<file path="config.mk">
export PLATFORM = sky130hd
export DESIGN_NAME = cdma_tx_sequencer
export DESIGN_NICKNAME = d
export VERILOG_FILES = /design/src/rtl/cdma_tx_sequencer.sv
export SDC_FILE = /design/constraint.sdc
export NUM_CORES = 1
export LEC_CHECK = 0
export CAP_MARGIN = 15
export CORE_ASPECT_RATIO = 0.75
export CORE_MARGIN = 8
export CORE_UTILIZATION = 50
export DETAILED_ROUTE_END_ITERATION = 7
export GPL_ROUTABILITY_DRIVEN = 1
export PLACE_DENSITY = 0.75
export SETUP_SLACK_MARGIN = 0.5
export SLEW_MARGIN = 0
export SYNTH_ARGS = -nofsm -noshare
export SYNTH_HDL_FRONTEND = slang
export SYNTH_SLANG_ARGS = --single-unit
</file>
<file path="constraint.sdc">
create_clock -name clk -period 1.98 [get_ports clk]
set_clock_uncertainty 0.15 [all_clocks]
set_input_delay 0.396 -clock clk [delete_from_list [all_inputs] [get_ports clk]]
set_output_delay 0.396 -clock clk [all_outputs]
set_load 0.01 [all_outputs]
</file>
<file path="src/rtl/cdma_tx_sequencer.sv">
// cdma_tx_sequencer: frame controller for the CDMA spreader datapath.
// Loads the gold seed, then paces chips and presents preamble bits followed by payload bits.
module cdma_tx_sequencer #(
   parameter logic [23:0] CLK_DIV = 24'd10_000_000,
   parameter int CHIPS_PER_BIT = 31,
   parameter int PREAMBLE_BITS = 8,
   parameter int DATA_BITS = 8
) (
   input  logic                 clk,
   input  logic                 rst_n,
   input  logic                 start_i,
   input  logic                 abort_i,
   input  logic [4:0]           seed_i,
   input  logic [DATA_BITS-1:0] data_i,
   output logic                 seed_load_o,
   output logic [4:0]           seed_o,
   output logic                 chip_en_o,
   output logic                 bit_o,
   output logic                 busy_o,
   output logic                 done_o,
   output logic                 led_o
);
   localparam int MAX_BITS = PREAMBLE_BITS > DATA_BITS ? PREAMBLE_BITS : DATA_BITS;
   localparam int PW = CLK_DIV > 24'd1 ? $clog2(CLK_DIV) : 1;
   localparam int CW = CHIPS_PER_BIT > 1 ? $clog2(CHIPS_PER_BIT) : 1;
   localparam int BW = MAX_BITS > 1 ? $clog2(MAX_BITS) : 1;
   localparam logic [PW-1:0] PRESC_LAST = PW'(CLK_DIV - 24'd1);
   localparam logic [CW-1:0] CHIP_LAST = CW'(CHIPS_PER_BIT - 1);
   localparam logic [BW-1:0] PRE_LAST = BW'(PREAMBLE_BITS - 1);
   localparam logic [BW-1:0] DATA_LAST = BW'(DATA_BITS - 1);

   typedef enum logic [2:0] {IDLE, LOAD, PREAMBLE, DATA, DONE} state_t;

   state_t               state;
   logic [PW-1:0]        presc;
   logic [CW-1:0]        chip;
   logic [BW-1:0]        idx;
   logic [DATA_BITS-1:0] shift;
   logic [DATA_BITS-1:0] shifted;
   logic                 running;
   logic                 tick;
   logic                 bit_end;

   assign running = state == PREAMBLE || state == DATA;
   assign tick = running && presc == PRESC_LAST;
   assign bit_end = tick && chip == CHIP_LAST;
   // Payload is shifted out MSB-first so the next bit is always at the top.
   assign shifted = shift << 1;
   assign chip_en_o = tick;
   assign led_o = bit_o & busy_o;

   always_ff @(posedge clk) begin
      if (!rst_n) begin
         state <= IDLE;
         presc <= '0;
         chip <= '0;
         idx <= '0;
         shift <= '0;
         seed_o <= '0;
         seed_load_o <= 1'b0;
         bit_o <= 1'b0;
         busy_o <= 1'b0;
         done_o <= 1'b0;
      end else begin
         seed_load_o <= 1'b0;
         done_o <= 1'b0;
         if (running) presc <= tick ? '0 : presc + 1'b1;
         if (tick) chip <= bit_end ? '0 : chip + 1'b1;
         case (state)
            IDLE: if (start_i && !abort_i) begin
               state <= LOAD;
               seed_o <= seed_i == 5'd0 ? 5'd1 : seed_i;
               shift <= data_i;
               seed_load_o <= 1'b1;
               busy_o <= 1'b1;
            end
            LOAD: begin
               presc <= '0;
               chip <= '0;
               idx <= '0;
               state <= PREAMBLE_BITS > 0 ? PREAMBLE : DATA;
               bit_o <= PREAMBLE_BITS > 0 ? 1'b1 : shift[DATA_BITS-1];
            end
            // Next preamble bit is NOT(idx+1)[0], which equals idx[0].
            PREAMBLE: if (bit_end) begin
               idx <= idx == PRE_LAST ? '0 : idx + 1'b1;
               state <= idx == PRE_LAST ? DATA : PREAMBLE;
               bit_o <= idx == PRE_LAST ? shift[DATA_BITS-1] : idx[0];
            end
            DATA: if (bit_end) begin
               idx <= idx == DATA_LAST ? '0 : idx + 1'b1;
               shift <= shifted;
               state <= idx == DATA_LAST ? DONE : DATA;
               bit_o <= idx == DATA_LAST ? 1'b0 : shifted[DATA_BITS-1];
               busy_o <= idx != DATA_LAST;
               done_o <= idx == DATA_LAST;
            end
            default: state <= IDLE;
         endcase
         if (abort_i && busy_o) begin
            state <= IDLE;
            busy_o <= 1'b0;
            bit_o <= 1'b0;
            done_o <= 1'b0;
         end
      end
   end
endmodule
</file>
==> results.sh, run 1 <==
export IMPL_outcome="complete, but fails checks"
export IMPL_violations="negative setup slack"
export IMPL_drt_iter0_drc=277
export IMPL_routed_via_density=6.20
export IMPL_setup_violations=45
export IMPL_hp_class="flip-flop to flip-flop"
export IMPL_worstSetupPathType="flip-flop to flip-flop"
export IMPL_dieArea_um2=7250
export IMPL_powerDensity_nw_per_um2=516
export IMPL_cp_end_kind="flip-flop"
export IMPL_die_h_um=75.8
export IMPL_yosys_warnings=0
export IMPL_fin_util_pct=85.9
export IMPL_ys_ff_latch=52
export IMPL_clk_latency_ns=0.31
export IMPL_grt_pass1_wl_um=12900
export IMPL_max_slew_worst_pin_slew_ns=0.379
export IMPL_routed_wl_um=9150
export IMPL_fillers=222
export IMPL_synthAdderAreaFrac_pct=2.63
export IMPL_cts_buffers_inserted=5
export IMPL_finalCritPeriodShare_pct=118
export IMPL_hpwlAfterDp_um=4320
export IMPL_nets=392
export IMPL_place_port_buffers=27
export IMPL_io_pins=28
export IMPL_postSynthCellCount=272
export IMPL_clkTransAtPathRegs_ns=0.11
export IMPL_cts_root_buf="clkbuf_8"
export IMPL_initial_utilization_pct=52.7
export IMPL_multi_input_area_um2=1640
export IMPL_core_area_um2=4520
export IMPL_hold_buffers=0
export IMPL_p_leak_nw=1.51
export IMPL_ir_drop_uv=611
export IMPL_synth_cell_types=46
export IMPL_critPathMostFrequentCell="buf_4"
export IMPL_synth_edf_count=0
export IMPL_synth_seq_area_share_pct=43.7
export IMPL_rsz0062_at_grt="true"
export IMPL_rows=21
export IMPL_cts_max_path_buffers=2
export IMPL_syn2layout_area_growth_pct=63.0
export IMPL_firstDrtPassIters=4
export IMPL_synth_area_mux_share_pct=1.26
export IMPL_die_w_um=95.7
export IMPL_syn_area_um2=2380
export IMPL_grtUsageTotal_pct=22.9
export IMPL_grt_pass1_vias=2532
export IMPL_setup_slack_ns=-0.363
export IMPL_max_freq_mhz=427
export IMPL_gr_total_overflow=0
export IMPL_relSlewSlack_pct=74.5
export IMPL_synth_top_family_by_area="simple AND/OR/NAND/NOR gates"
export IMPL_critPathMaxFanout=5
export IMPL_rrSetupSlack_ns=-0.36
export IMPL_p_total_mw=2.00
export IMPL_avgSynthCellArea_um2=8.75
export IMPL_cp_slowest_stage_delay_ns=0.48
export IMPL_fin_crit_ns=2.34
export IMPL_synth_fp_nets=294
export IMPL_synth_simple_area_share_pct=30.8
export IMPL_synth_compound_area_share_pct=10.5
export IMPL_cts_tree="done"
export IMPL_maxCapViolations=0
export IMPL_drive_gt1_share_pct=43.9
export IMPL_post_drt_wl_per_cell_um=21.4
export IMPL_synthArstFlopShare_pct=0
export IMPL_routabilityCongestion=0.832
export IMPL_mostFrequentLayoutCell="buf_4"
export IMPL_slowest_stage="or4b_4"
export IMPL_finalHoldViolCount=0
export IMPL_path_cells="buf_4 -> buf_6 -> or4b_4 -> nor4_4 -> buf_4 -> nand3_2 -> or3b_1 -> a311oi_1"
export IMPL_via_count=2655
export IMPL_critPathArrivalTime_ns=2.40
export IMPL_grt_max_degree=16
export IMPL_synth_main_ff_cell="dfxtp_1"
export IMPL_critPathLaunchType="flip-flop"
export IMPL_cts_sinks=52
export IMPL_synth_xor_area_share_pct=8.09
export IMPL_drc=0
export IMPL_final_cell_mix="buf_4 (53), dfxtp_1 (42), nor2_1 (33)"
export IMPL_report_final_slew_viol_count=0
export IMPL_htreeDepth=2
export IMPL_diodes=0
export IMPL_seq_area_um2=1050
export IMPL_antenna_found_initial=0
export IMPL_drtAntennaViolNets=0
export IMPL_worstPathRequired_ns=2.04
report_power, final:
part / switching [mW] / leakage [nW] / internal [mW]
Combinational: 0.138 / 1.04 / 0.142
Clock: 0.373 / 0.0424 / 0.254
Sequential: 0.0247 / 0.426 / 1.07
critical path: cells and delay by family, from the launching register on:
kind	cells	cell delay [ns]
AO/OA/AOI/OAI	1	0.28
buffers and inverters	3	0.39
flip-flops	1	0.36
AND/OR/NAND/NOR	4	1.07
sequential cells by signal, indices dropped and copies added (netlist names):
register / count
bit_o: 1
shift: 8
seed_load_o: 1
state: 3
seed_o: 5
presc: 24
chip: 5
done_o: 1
busy_o: 1
idx: 3
layout make-up:
cell class	instances	share of cell area [%]
clock buffers	7	1.97
clock inverters	1	0.226
inverters	4	0.387
multi-input cells	203	42.3
flip-flops and latches	52	27.1
well taps	57	1.84
repair buffers	104	26.2
cells by family after synthesis:
family / Yosys count
buffers and inverters: 17
AND/OR/NAND/NOR: 137
flip-flops: 52
adder cells (fa/ha/maj): 5
AO/OA/AOI/OAI: 36
XOR/XNOR: 22
multiplexers: 3
per-layer routing:
metal / routed length (um) / GRT usage, %
met5: 0 / 0
met4: 303 / 5.43
met3: 685 / 4.72
met2: 4470 / 39.5
met1: 3690 / 28.7
Yosys cell counts, types with 2 or more instances:
cell | instances | area (um2)
inv_1 | 4 | 15.0
a211oi_1 | 3 | 22.5
mux2i_1 | 3 | 30.0
buf_2 | 2 | 10.0
nand2_1 | 24 | 90.1
nand4b_1 | 3 | 26.3
ha_1 | 5 | 62.6
a311oi_1 | 3 | 26.3
o21ai_0 | 4 | 20.0
xnor2_1 | 8 | 70.1
nor2_1 | 44 | 165
nor3_1 | 8 | 40.0
nor4bb_1 | 2 | 20.0
and4_1 | 4 | 35.0
a21oi_1 | 10 | 50.1
o221ai_1 | 7 | 61.3
clkbuf_1 | 10 | 37.5
nor4b_1 | 2 | 17.5
and3_1 | 3 | 18.8
nand3_1 | 15 | 75.1
or2_2 | 2 | 12.5
nor4_1 | 5 | 31.3
nand3b_1 | 2 | 15.0
xor2_1 | 14 | 123
nand4_1 | 8 | 50.1
dfxtp_1 | 52 | 1040
a21boi_0 | 5 | 37.5
and2_1 | 2 | 12.5
final timing paths:
path | startpoint | cells after the start | end
setup / recovery | presc[12]$_SDFFE_PP0P_ | 8 | state[0]$_SDFFE_PP0P_
hold / removal | seed_o[1]$_SDFFE_PN0P_ | 2 | seed_o[1]$_SDFFE_PN0P_
setup reg to reg | presc[12]$_SDFFE_PP0P_ | 8 | state[0]$_SDFFE_PP0P_
hold reg to reg | seed_o[1]$_SDFFE_PN0P_ | 2 | seed_o[1]$_SDFFE_PN0P_
what timing repair did:
action / CTS / global route
endpoints found under the setup margin: 62 / 60
setup buffers: 9 / 4
pin swaps: 24 / 9
cloned: 5 / 2
resized for setup: 94 / 37
through the flow:
stage	hold WS [ns]	cells	TNS, ns	setup slack (ns)	cell area, um2
3_5_place_dp	0.308	400	-3.41	-0.379	3150
3_3_place_gp	0.292	400	-2.90	-0.365	3150
5_1_grt	0.347	428	-11.65	-0.355	3880
6_report	0.324	428	-9.24	-0.363	3880
4_1_cts	0.307	422	-4.89	-0.244	3670
2_1_floorplan	0.282	272	-0.171	-0.0562	2450
Power figures use the tool's default switching activity.
==> run 2, diff against run 1 <==
--- a/config.mk
+++ b/config.mk
@@ -8,10 +8,11 @@
 export CAP_MARGIN = 15
 export CORE_ASPECT_RATIO = 0.75
 export CORE_MARGIN = 8
-export CORE_UTILIZATION = 50
+export CORE_UTILIZATION = 59
 export DETAILED_ROUTE_END_ITERATION = 7
 export GPL_ROUTABILITY_DRIVEN = 1
-export PLACE_DENSITY = 0.75
+export PLACE_DENSITY = 0.84
+export RECOVER_POWER = 100
 export SETUP_SLACK_MARGIN = 0.5
 export SLEW_MARGIN = 0
 export SYNTH_ARGS = -nofsm -noshare
==> constraint.sdc (replaced) <==
create_clock -name clk -period 3 [get_ports clk]
set_clock_uncertainty 0.15 [all_clocks]
set_input_delay 0.6 -clock clk [delete_from_list [all_inputs] [get_ports clk]]
set_output_delay 0.6 -clock clk [all_outputs]
set_load 0.01 [all_outputs]
==> run 2 against run 1 <==
  * Highest routed layer unchanged
  * Final cell count fell by 16%
  * Via count is 22% lower
  * The flow now finishes without violations
  * Count of clock-buffer cells in the layout fell by 2
  * Combinational power fell by 66%
  * Global-route usage down 5.4 points
  * Setup slack improved by 0.71 ns
  * Core utilization decreased by 14 points
  * Sequential power fell by 35%
  * Routed wire length shrank 40%
==> results.sh, run 2 (synthesized netlist as in run 1, its figures left out) <==
export IMPL_p_total_mw=1.20
export IMPL_routabilityCongestion=0.826
export IMPL_setup_violations=0
export IMPL_grtUsageTotal_pct=17.5
export IMPL_final_cells=360
export IMPL_fillers=317
export IMPL_grt_max_degree=22
export IMPL_finalHoldViolCount=0
export IMPL_critPathLaunchType="flip-flop"
export IMPL_dieArea_um2=6350
export IMPL_pwr_share_comb_pct=8.0
export IMPL_grt_pass1_wl_um=8850
export IMPL_clkPwrFrac_pct=32.1
export IMPL_rows=20
export IMPL_drive_gt1_share_pct=10.5
export IMPL_critPathArrivalTime_ns=2.72
export IMPL_rsz0062_at_grt="true"
export IMPL_power_switching_uw=286
export IMPL_setup_slack_ns=0.351
export IMPL_drt_iter0_drc=194
export IMPL_worstPathRequired_ns=3.07
export IMPL_clk_latency_ns=0.31
export IMPL_drc=0
export IMPL_outcome="completed"
export IMPL_clkTransAtPathRegs_ns=0.09
export IMPL_die_w_um=89.4
export IMPL_max_freq_mhz=377
export IMPL_syn2layout_area_growth_pct=19.8
export IMPL_cts_sinks=52
export IMPL_gr_total_overflow=0
export IMPL_critPathMaxFanout=6
export IMPL_routed_via_density=5.77
export IMPL_io_pins=28
export IMPL_die_h_um=71.0
export IMPL_worstSetupPathType="flip-flop to flip-flop"
export IMPL_core_area_um2=3950
export IMPL_initial_utilization_pct=60.2
export IMPL_fin_crit_ns=2.65
export IMPL_mostFrequentLayoutCell="dfxtp_1"
export IMPL_fin_tns_setup_ns=0
export IMPL_dpl_worst_slack_ns=0.282
export IMPL_maxCapViolations=0
export IMPL_drtAntennaViolNets=0
export IMPL_relSlewSlack_pct=54.0
export IMPL_cts_max_path_buffers=2
export IMPL_p_seq_share_pct=59.9
export IMPL_dp_cells=351
export IMPL_largest_registers="presc (24), shift (8)"
export IMPL_grt_pass1_vias=1900
export IMPL_place_port_buffers=27
export IMPL_via_count=2077
export IMPL_nets=327
export IMPL_hp_class="flip-flop to flip-flop"
export IMPL_max_slew_worst_pin_slew_ns=0.691
export IMPL_fin_util_pct=72.2
export IMPL_cp_end_kind="flip-flop"
export IMPL_firstDrtPassIters=4
export IMPL_routed_wl_um=5460
export IMPL_p_int_uw=911
export IMPL_finalCritPeriodShare_pct=88.3
export IMPL_htreeDepth=2
export IMPL_hold_buffers=0
export IMPL_cts_buffers_inserted=5
export IMPL_final_cell_mix="dfxtp_1 (47), nor2_1 (44), nand2_1 (23)"
export IMPL_largest_reg_flops=24
export IMPL_netSwitchingFraction_pct=23.9
export IMPL_powerDensity_nw_per_um2=419
export IMPL_cts_root_buf="clkbuf_8"
export IMPL_cts_tree="done"
export IMPL_hpwlAfterDp_um=3700
export IMPL_report_final_slew_viol_count=0
export IMPL_largest_register="presc"
export IMPL_antenna_found_initial=0
export IMPL_diodes=0
export IMPL_p_leak_nw=1.03
export IMPL_post_drt_wl_per_cell_um=15.2
export IMPL_ir_drop_uv=269
run 2: changes by cell type in the layout (fill, tap and decap cells not counted), moves of 5 or more:
| cell | change |
|---|---|
| a21boi_0 | +5 |
| a21boi_1 | -5 |
| a21oi_1 | +9 |
| a21oi_2 | -9 |
| buf_4 | -42 |
| buf_6 | -15 |
| dfxtp_1 | +5 |
| dfxtp_2 | -6 |
| dlygate4sd3_1 | +12 |
| nor2_1 | +11 |
| nor2_2 | -8 |
| o221ai_1 | +7 |
| o221ai_4 | -6 |
run 2: per-layer routing:
| metal | track usage [%] | part of all wire [%] | up-vias |
|---|---|---|---|
| met1 | 24.2 | 49 | 990 |
| met3 | 4.86 | 3.4 | 12 |
| met5 | 0 | 0 | - |
| met4 | 5.88 | 1.6 | 0 |
| li1 | - | - | 1038 |
| met2 | 25.2 | 46 | 37 |
run 2: layout make-up:
| cell class | count | area [um2] | share of cell area [%] |
|---|---|---|---|
| Tap cell | 55 | 68.8 | 2.41 |
| Inverter | 4 | 15.0 | 0.526 |
| Timing Repair Buffer | 39 | 352 | 12.3 |
| Sequential cell | 52 | 1050 | 36.8 |
| Clock inverter | 2 | 12.5 | 0.439 |
| Multi-Input combinational cell | 203 | 1290 | 45.1 |
| Clock buffer | 5 | 68.8 | 2.41 |
run 2: final timing paths:
check	start	slack (ns)	cells past startpoint	endpoint
min reg2reg	seed_o[4]$_SDFFE_PN0P_	0.31	2	seed_o[4]$_SDFFE_PN0P_
min	seed_o[4]$_SDFFE_PN0P_	0.31	2	seed_o[4]$_SDFFE_PN0P_
max reg2reg	presc[12]$_SDFFE_PP0P_	0.35	7	state[0]$_SDFFE_PP0P_
max	presc[12]$_SDFFE_PP0P_	0.35	7	state[0]$_SDFFE_PP0P_
run 2: metrics by stage:
| stage | hold WS, ns | cell area [um2] |
|---|---|---|
| finish | 0.310 | 2850 |
| CTS | 0.317 | 2870 |
| floorplan | 0.282 | 2380 |
| detailed placement | 0.304 | 2740 |
| global route | 0.336 | 2850 |
| global placement | 0.296 | 2740 |
run 2: power by group through the flow:
| stage | sequential, mW | combinational (mW) | clock, mW |
|---|---|---|---|
| 3_5_place_dp | 0.733 | 0.0983 | 0 |
| 6_report | 0.716 | 0.0960 | 0.384 |
| 2_1_floorplan | 0.733 | 0.0486 | 0 |
| 5_1_grt | 0.719 | 0.105 | 0.415 |
| 4_1_cts | 0.716 | 0.0988 | 0.387 |
| 3_3_place_gp | 0.733 | 0.0971 | 0 |
run 2: timing repair:
action | in CTS | in global routing
pin swaps | 1 | 1
setup endpoints to repair | 1 | 11
hold endpoints to repair | 0 | 0
resized for setup | 17 | 4
setup buffers | 1 | 1
run 2: worst max-delay path: stages, from the launching register on:
cell and delay, ns:
dfxtp_1 0.34, buf_4 0.14, or4b_1 0.46, nor4_1 0.40, clkbuf_1 0.28, nand3_1 0.16
or3b_1 0.38, a311oi_1 0.25
==> run 3, diff against run 2 <==
--- a/config.mk
+++ b/config.mk
@@ -8,10 +8,9 @@
 export CAP_MARGIN = 15
 export CORE_ASPECT_RATIO = 0.75
 export CORE_MARGIN = 8
-export CORE_UTILIZATION = 59
+export CORE_UTILIZATION = 30
 export DETAILED_ROUTE_END_ITERATION = 7
 export GPL_ROUTABILITY_DRIVEN = 1
-export PLACE_DENSITY = 0.84
 export RECOVER_POWER = 100
 export SETUP_SLACK_MARGIN = 0.5
 export SLEW_MARGIN = 0
==> run 3 against run 2 <==
  * Via count is 4.4% lower
  * Clock power shrank 2%
  * First-iteration DRC count shrank 41%
  * Count of clock-buffer cells in the layout grew 1
  * Critical path type is now flip-flop to primary output
  * Highest routed layer unchanged
==> results.sh, run 3 (synthesized netlist as in run 1, its figures left out) <==
export IMPL_outcome="completed"
export IMPL_hold_buffers=0
export IMPL_via_count=1986
export IMPL_worstSetupPathType="flip-flop to primary output"
export IMPL_report_final_slew_viol_count=0
export IMPL_critPathTopFamily="simple AND/OR/NAND/NOR gates"
export IMPL_cts_sinks=52
export IMPL_firstDrtPassIters=4
export IMPL_final_cells=409
export IMPL_cts_setup_buffers=0
export IMPL_path_cells="or2b_1 -> or4_1 -> nor4b_2 -> clkbuf_1"
export IMPL_routed_via_density=4.86
export IMPL_drt_iter0_drc=115
export IMPL_cts_tree="done"
export IMPL_largest_registers="presc (24), shift (8)"
export IMPL_critPathLaunchType="flip-flop"
export IMPL_maxCapViolations=0
export IMPL_grt_pass1_wl_um=8870
export IMPL_drive_gt1_share_pct=9.54
export IMPL_nets=326
export IMPL_cts_root_buf="clkbuf_8"
export IMPL_antenna_found_initial=0
export IMPL_finalCritPeriodShare_pct=83.1
export IMPL_routed_wl_um=5080
export IMPL_cts_buffers_inserted=5
export IMPL_routabilityCongestion=0.758
export IMPL_rows=28
export IMPL_cp_end_kind="primary output"
export IMPL_critPathMaxFanout=5
export IMPL_clk_latency_ns=0.30
export IMPL_ir_drop_uv=194
export IMPL_rsz0062_at_grt="true"
export IMPL_syn2layout_area_growth_pct=22.0
export IMPL_place_port_buffers=27
export IMPL_grt_pass1_vias=1849
export IMPL_p_leak_nw=1.03
export IMPL_dp_cells=402
export IMPL_dpl_worst_slack_ns=0.298
export IMPL_relSlewSlack_pct=50.0
export IMPL_fin_crit_ns=2.49
export IMPL_setup_slack_ns=0.506
export IMPL_drtAntennaViolNets=0
export IMPL_diodes=0
export IMPL_core_area_um2=7810
export IMPL_max_freq_mhz=401
export IMPL_largest_reg_flops=24
export IMPL_fin_tns_setup_ns=0
export IMPL_htreeDepth=2
export IMPL_worstPathRequired_ns=2.25
export IMPL_clkTransAtPathRegs_ns=0.09
export IMPL_cts_max_path_buffers=2
export IMPL_hp_class="flip-flop to flip-flop"
export IMPL_die_h_um=93.2
export IMPL_die_w_um=119
export IMPL_powerDensity_nw_per_um2=410
export IMPL_drc=0
export IMPL_setup_violations=0
export IMPL_gr_total_overflow=0
export IMPL_grt_max_degree=22
export IMPL_cp_slowest_stage_delay_ns=0.43
export IMPL_final_cell_mix="dfxtp_1 (48), nor2_1 (44), nand2_1 (23)"
export IMPL_post_drt_wl_per_cell_um=12.4
export IMPL_path_buf_inv=1
export IMPL_hpwlAfterDp_um=3690
export IMPL_mostFrequentLayoutCell="dfxtp_1"
export IMPL_largest_register="presc"
export IMPL_finalHoldViolCount=0
export IMPL_max_slew_worst_pin_slew_ns=0.751
export IMPL_dieArea_um2=11100
export IMPL_critPathArrivalTime_ns=1.74
export IMPL_slowest_stage="or4_1"
export IMPL_initial_utilization_pct=30.5
export IMPL_io_pins=28
export IMPL_grtUsageTotal_pct=9.48
## run 3: area by class of cell
type	count	area [um2]
Tap cell	105	131
Clock inverter	1	5.00
Clock buffer	6	72.6
Sequential cell	52	1050
Multi-Input combinational cell	203	1290
Fill cell	767	4910
Timing Repair Buffer	38	340
Inverter	4	15.0
## run 3: layer usage
metal / GRT usage [%] / vias up / part of all wire, %
met4: 3.99 / 0 / 1.4
met3: 1.99 / 6 / 1.9
met1: 12.9 / 931 / 53
met2: 14.3 / 13 / 44
li1: - / 1036 / -
met5: 0 / - / 0
## run 3: final timing paths
path | start | end | slack, ns | cells after the start
setup reg to reg | presc[0]$_SDFFE_PP0P_ | presc[20]$_SDFFE_PP0P_ | 0.52 | 8
setup / recovery | presc[17]$_SDFFE_PP0P_ | chip_en_o | 0.51 | 4
hold reg to reg | shift[0]$_SDFFE_PN0P_ | shift[0]$_SDFFE_PN0P_ | 0.31 | 2
hold / removal | shift[0]$_SDFFE_PN0P_ | shift[0]$_SDFFE_PN0P_ | 0.31 | 2
## run 3: timing repair
action,CTS,global route
pin swaps,1,0
endpoints found under the setup margin,1,10
gates resized for setup,13,3
## run 3: per-stage QoR
step / cell area [um2] / util, % / hold WS [ns] / power (mW)
2_1_floorplan: 2380 / - / 0.282 / 0.782
3_3_place_gp: 2810 / 36.0 / 0.294 / 0.832
3_5_place_dp: 2810 / 36.0 / 0.300 / 0.833
4_1_cts: 2900 / 37.1 / 0.311 / 1.21
5_1_grt: 2910 / 37.2 / 0.350 / 1.24
6_report: 2910 / 37.2 / 0.308 / 1.19
## run 3: worst min-delay path: stages (launching register included)
cell     delay, ns
dfxtp_1       0.32
nand4_1       0.06
nand2_1       0.04
## run 3: power breakdown
part | internal (mW) | total (mW) | switching, mW
Combinational | 0.0470 | 0.0946 | 0.0476
Sequential | 0.706 | 0.717 | 0.0115
Clock | 0.159 | 0.378 | 0.219
